[config.mk]
export PLATFORM = sky130hd
export DESIGN_NAME = fp_mul_pipe
export DESIGN_NICKNAME = d
export VERILOG_FILES = /design/src/rtl/fp_mul_pipe.sv
export SDC_FILE = /design/constraint.sdc
export NUM_CORES = 2
export LEC_CHECK = 0
export CORE_UTILIZATION = 25
export CTS_CLUSTER_DIAMETER = 80
export DETAILED_ROUTE_END_ITERATION = 10
export SLEW_MARGIN = 15
export SYNTH_ARGS = -nofsm -noshare
export SYNTH_HDL_FRONTEND = slang
export SYNTH_SLANG_ARGS = --single-unit
[constraint.sdc]
create_clock -name clk -period 43.6 [get_ports clk]
set_input_delay 8.72 -clock clk [delete_from_list [all_inputs] [get_ports clk]]
set_output_delay 8.72 -clock clk [all_outputs]
set_load 0.05 [all_outputs]
[src/rtl/fp_mul_pipe.sv]
// Pipelined IEEE-754-style multiplier: flush-to-zero inputs, round-to-nearest-even,
// valid/ready handshake with whole-pipeline freeze on output stall.
module fp_mul_pipe #(
    parameter int EXP_W  = 8,
    parameter int MAN_W  = 23,
    parameter int STAGES = 2,
    parameter int TAG_W  = 4
) (
    input  logic                       clk,
    input  logic                       rst,
    input  logic                       in_valid,
    output logic                       in_ready,
    input  logic [1+EXP_W+MAN_W-1:0]   in_a,
    input  logic [1+EXP_W+MAN_W-1:0]   in_b,
    input  logic [TAG_W-1:0]           in_tag,
    output logic                       out_valid,
    input  logic                       out_ready,
    output logic [1+EXP_W+MAN_W-1:0]   out_result,
    output logic [TAG_W-1:0]           out_tag,
    output logic [3:0]                 out_flags
);

    localparam int W    = 1 + EXP_W + MAN_W;
    localparam int BIAS = (1 << (EXP_W - 1)) - 1;
    localparam int SW   = MAN_W + 1;
    localparam int PW   = 2 * SW;
    localparam int EW   = EXP_W + 2;
    localparam logic signed [EW-1:0] EXP_MAX = EW'((1 << EXP_W) - 1);

    typedef struct packed {
        logic [W-1:0]     result;
        logic [TAG_W-1:0] tag;
        logic [3:0]       flags;   // {NV, OF, UF, NX}
    } stage_t;

    function automatic stage_t mul_op(input logic [W-1:0] a, input logic [W-1:0] b,
                                      input logic [TAG_W-1:0] tag);
        stage_t             r;
        logic               sign;
        logic [EXP_W-1:0]   ea, eb, ones;
        logic [MAN_W-1:0]   ma, mb, man;
        logic               a_nan, b_nan, a_inf, b_inf, a_zero, b_zero;
        logic [PW-1:0]      prod, norm;
        logic [SW-1:0]      sig;
        logic [SW:0]        rnd;
        logic               g, rb, st, up, carry, inexact;
        logic signed [EW-1:0] e;
        logic [W-1:0]       qnan;

        ea     = a[W-2 -: EXP_W];
        eb     = b[W-2 -: EXP_W];
        ma     = a[MAN_W-1:0];
        mb     = b[MAN_W-1:0];
        ones   = '1;
        sign   = a[W-1] ^ b[W-1];
        a_nan  = (ea == ones) && (ma != '0);
        b_nan  = (eb == ones) && (mb != '0);
        a_inf  = (ea == ones) && (ma == '0);
        b_inf  = (eb == ones) && (mb == '0);
        a_zero = (ea == '0);
        b_zero = (eb == '0);
        qnan   = {1'b0, ones, 1'b1, {(MAN_W-1){1'b0}}};

        prod    = PW'({1'b1, ma}) * PW'({1'b1, mb});
        norm    = prod[PW-1] ? prod : (prod << 1);
        sig     = norm[PW-1 -: SW];
        g       = norm[PW-1-SW];
        rb      = norm[PW-2-SW];
        st      = |norm[PW-3-SW:0];
        up      = g & (rb | st | sig[0]);
        rnd     = {1'b0, sig} + (SW+1)'(up);
        carry   = rnd[SW];
        man     = carry ? rnd[MAN_W:1] : rnd[MAN_W-1:0];
        inexact = g | rb | st;
        // Signed and two bits wider than the field so neither overflow nor underflow can wrap.
        e = EW'(ea) + EW'(eb) - EW'(BIAS) + EW'(prod[PW-1]) + EW'(carry);

        r.tag    = tag;
        r.flags  = '0;
        r.result = '0;
        if (a_nan || b_nan) begin
            r.result   = qnan;
            r.flags[3] = (a_nan && !ma[MAN_W-1]) || (b_nan && !mb[MAN_W-1]);
        end else if ((a_inf && b_zero) || (b_inf && a_zero)) begin
            r.result   = qnan;
            r.flags[3] = 1'b1;
        end else if (a_inf || b_inf) begin
            r.result = {sign, ones, {MAN_W{1'b0}}};
        end else if (a_zero || b_zero) begin
            r.result = {sign, {(W-1){1'b0}}};
        end else if (e >= EXP_MAX) begin
            r.result = {sign, ones, {MAN_W{1'b0}}};
            r.flags  = 4'b0101;
        end else if (e <= 0) begin
            r.result = {sign, {(W-1){1'b0}}};
            r.flags  = 4'b0011;
        end else begin
            r.result   = {sign, e[EXP_W-1:0], man};
            r.flags[0] = inexact;
        end
        return r;
    endfunction

    logic [STAGES-1:0] valid_q, valid_d;
    stage_t            data_q [STAGES];
    stage_t            data_d [STAGES];
    logic              stall;

    assign stall      = valid_q[STAGES-1] && !out_ready;
    assign in_ready   = !stall;
    assign out_valid  = valid_q[STAGES-1];
    assign out_result = data_q[STAGES-1].result;
    assign out_tag    = data_q[STAGES-1].tag;
    assign out_flags  = data_q[STAGES-1].flags;

    // NOTE: every output of this block is assigned a hold value first, so no latch can form.
    always_comb begin
        valid_d = valid_q;
        data_d  = data_q;
        if (!stall) begin
            valid_d[0] = in_valid;
            data_d[0]  = mul_op(in_a, in_b, in_tag);
            for (int i = 1; i < STAGES; i++) begin
                valid_d[i] = valid_q[i-1];
                data_d[i]  = data_q[i-1];
            end
        end
    end

    // NOTE: state uses non-blocking assignments so all stages shift from the same pre-edge values.
    always_ff @(posedge clk) begin
        if (rst) begin
            valid_q <= '0;
            // NOTE: data stages are reset too, since the output fields must read zero after reset.
            for (int i = 0; i < STAGES; i++) data_q[i] <= '0;
        end else begin
            valid_q <= valid_d;
            data_q  <= data_d;
        end
    end

endmodule

==> flow_summary.ini <==
[sta]
drv_slew = 0
skew_ns = 0.00407
fin_setup_tns_ns = 0
min_period_over_period = 0.509
fmax_ghz = 0.0451
worstMarginPinSlew_ns = 1.28
rsz0062_at_grt = no
hold_viol_final = 0
setup_viol = 0
post-route-min-period_ns = 22.17
relSlewSlack = 0.142
worst_slack_ns = 21.43

[yosys]
async_reset_ff_frac = 0
syn_nets = 3669
synth_xor_area_frac = 0.0193
syn_inst = 2924
yosysWarningCount = 0
yosys.area_share.adder = 0.494
synth-compound-area-share = 0.0867
syn_area_um2 = 24400
ys_ff_latch = 82
synth_edf_count = 0
synth_seq_area_share = 0.0673
synthMuxAreaShare = 0.00426
synth_ff_type = dfxtp_1
synth_top_family_by_area = adder cells
syn_area_per_cell_um2 = 8.34
synth-simple-area-share = 0.199
ys_types = 89

[global_routing]
busiest_layer = met2
grt_pass1_wl_um = 118000
use_met1 = 0.208
grt_remaining_overflow = 0
antenna_found_initial = 0
grt_max_degree = 73
use_met2 = 0.256
grt_usage = 0.151
met3_usage = 0.0152
grt_pass1_vias = 20400

[route]
route.detailed.drc = 0
antenna_left = 0
drtIter0Drc = 1264
first_pass_iters = 5
routed_via_density = 4.63
vias = 19400
drt-total-wl_um = 72900
drt-wirelength-per-cell_um = 17.4

[critical_path]
worstPathMaxFanout = 43
setup.worst_path.end_class = flip-flop
cp-start-kind = input port
cpMaxStageDelayCell = clkdlybuf4s50_1
crit_required_ns = 43.87
setup.worst_path.class = input port to flip-flop
reg2reg_slack_ns = 39.92
worstPathArrival_ns = 22.44
cpPeakStageDelay_ns = 1.31

[layout]
multi_input_area_um2 = 19600
fillCellCount = 10400
final_cell_mix = inv_1, fa_1, nand2_1
layout_commonest_cell = inv_1
area_delta_synth_final_pct = 10.4
regArea_um2 = 1640
drive_gt1_frac = 0.0332
layout.nets = 3662

[floorplanning]
core_um2 = 96700
ios = 114
die_y_um = 314
rows = 114
dieArea_um2 = 98800
die_w_um = 314
start_util = 0.252

[placement]
gp_congestion = 0.898
dp_slack_ns = 21.22
numPortBuffers = 113
dp_hpwl_um = 56800

[cts]
ctsHoldBuffers = 0
clk_path_buf_depth = 2
clk_pin_slew_ns = 0.06
cts-resized-gates = 0
numCtsBuffers = 9
cts_tree = built
postCtsSetupBuffers = 0
clk_latency_ns = 0.33
htree_levels = 3
clock_sinks = 82
cts_root_buffer = clkbuf_16

[min_path]
hp-class = flip-flop to flip-flop

[run_status]
status = completed

[job]
maxCapViolations = 0
==> cell families after synthesis <==
family	after synthesis
buffers and inverters	782
adder cells (fa/ha/maj)	673
AND/OR/NAND/NOR	997
flip-flops	82
XOR/XNOR	53
AO/OA/AOI/OAI	327
multiplexers	10
==> per-stage QoR <==
step,hold slack (ns),instances,utilization,instance area [um^2]
2_1_floorplan,0.425,2924,-,24400
3_3_place_gp,0.439,4182,0.275,26600
3_5_place_dp,0.444,4182,0.275,26600
4_1_cts,0.453,4197,0.278,26900
5_1_grt,0.464,4197,0.278,26900
6_report,0.452,4198,0.278,26900
==> per-layer routing <==
| layer | up-vias | wire length (um) |
|---|---|---|
| met1 | 9857 | 32200 |
| met3 | 78 | 4360 |
| met4 | 0 | 1300 |
| met5 | - | 0 |
| li1 | 8904 | - |
| met2 | 607 | 35000 |
==> cell usage after synthesis (20+ instances only) <==
cell | n | area [um^2]
inv_1 | 603 | 2260
fa_1 | 484 | 9690
nand2_1 | 438 | 1640
and2_1 | 253 | 1580
ha_1 | 189 | 2360
a21oi_1 | 128 | 641
clkbuf_1 | 116 | 435
nor2_1 | 116 | 435
dfxtp_1 | 82 | 1640
o21ai_0 | 55 | 275
buf_4 | 45 | 338
nor3_1 | 40 | 200
nand3_1 | 28 | 140
xor2_1 | 28 | 245
xnor2_1 | 24 | 210
nor4_1 | 23 | 144
a21o_1 | 21 | 158
nand4_1 | 20 | 125
==> worst max-delay path: cells and delay by family <==
kind	cells	cell delay, ns
AND/OR/NAND/NOR	18	4.79
buffers and inverters	11	2.28
adder cells (fa/ha/maj)	11	4.84
XOR/XNOR	1	0.23
AO/OA/AOI/OAI	8	1.53
==> area by class of cell <==
class,count,area share
Antenna cell,1,0.0000930
Timing Repair Buffer,158,0.0544
Tap cell,1276,0.0593
Multi-Input combinational cell,2060,0.729
Sequential cell,82,0.0610
Clock inverter,4,0.00279
Clock buffer,11,0.00939
Inverter,606,0.0845
==> state kept, by name, indices dropped and copies added, names as in the netlist <==
| name | flops |
|---|---|
| out_tag | 4 |
| out_flags | 4 |
| data_q | 40 |
| out_result | 32 |
| valid_q | 2 |
==> path summary, 6_finish.rpt <==
| path | start | to | cells past startpoint |
|---|---|---|---|
| setup / recovery | in_b[3] | data_q[68] | 49 |
| hold reg to reg | out_tag[2] | out_tag[2] | 2 |
| setup reg to reg | valid_q[1] | data_q[68] | 9 |
| hold / removal | out_tag[2] | out_tag[2] | 2 |
Power is left out: the tool's default activity adds up to more than one toggle a clock period on the data nets, which glitch-free logic cannot reach.
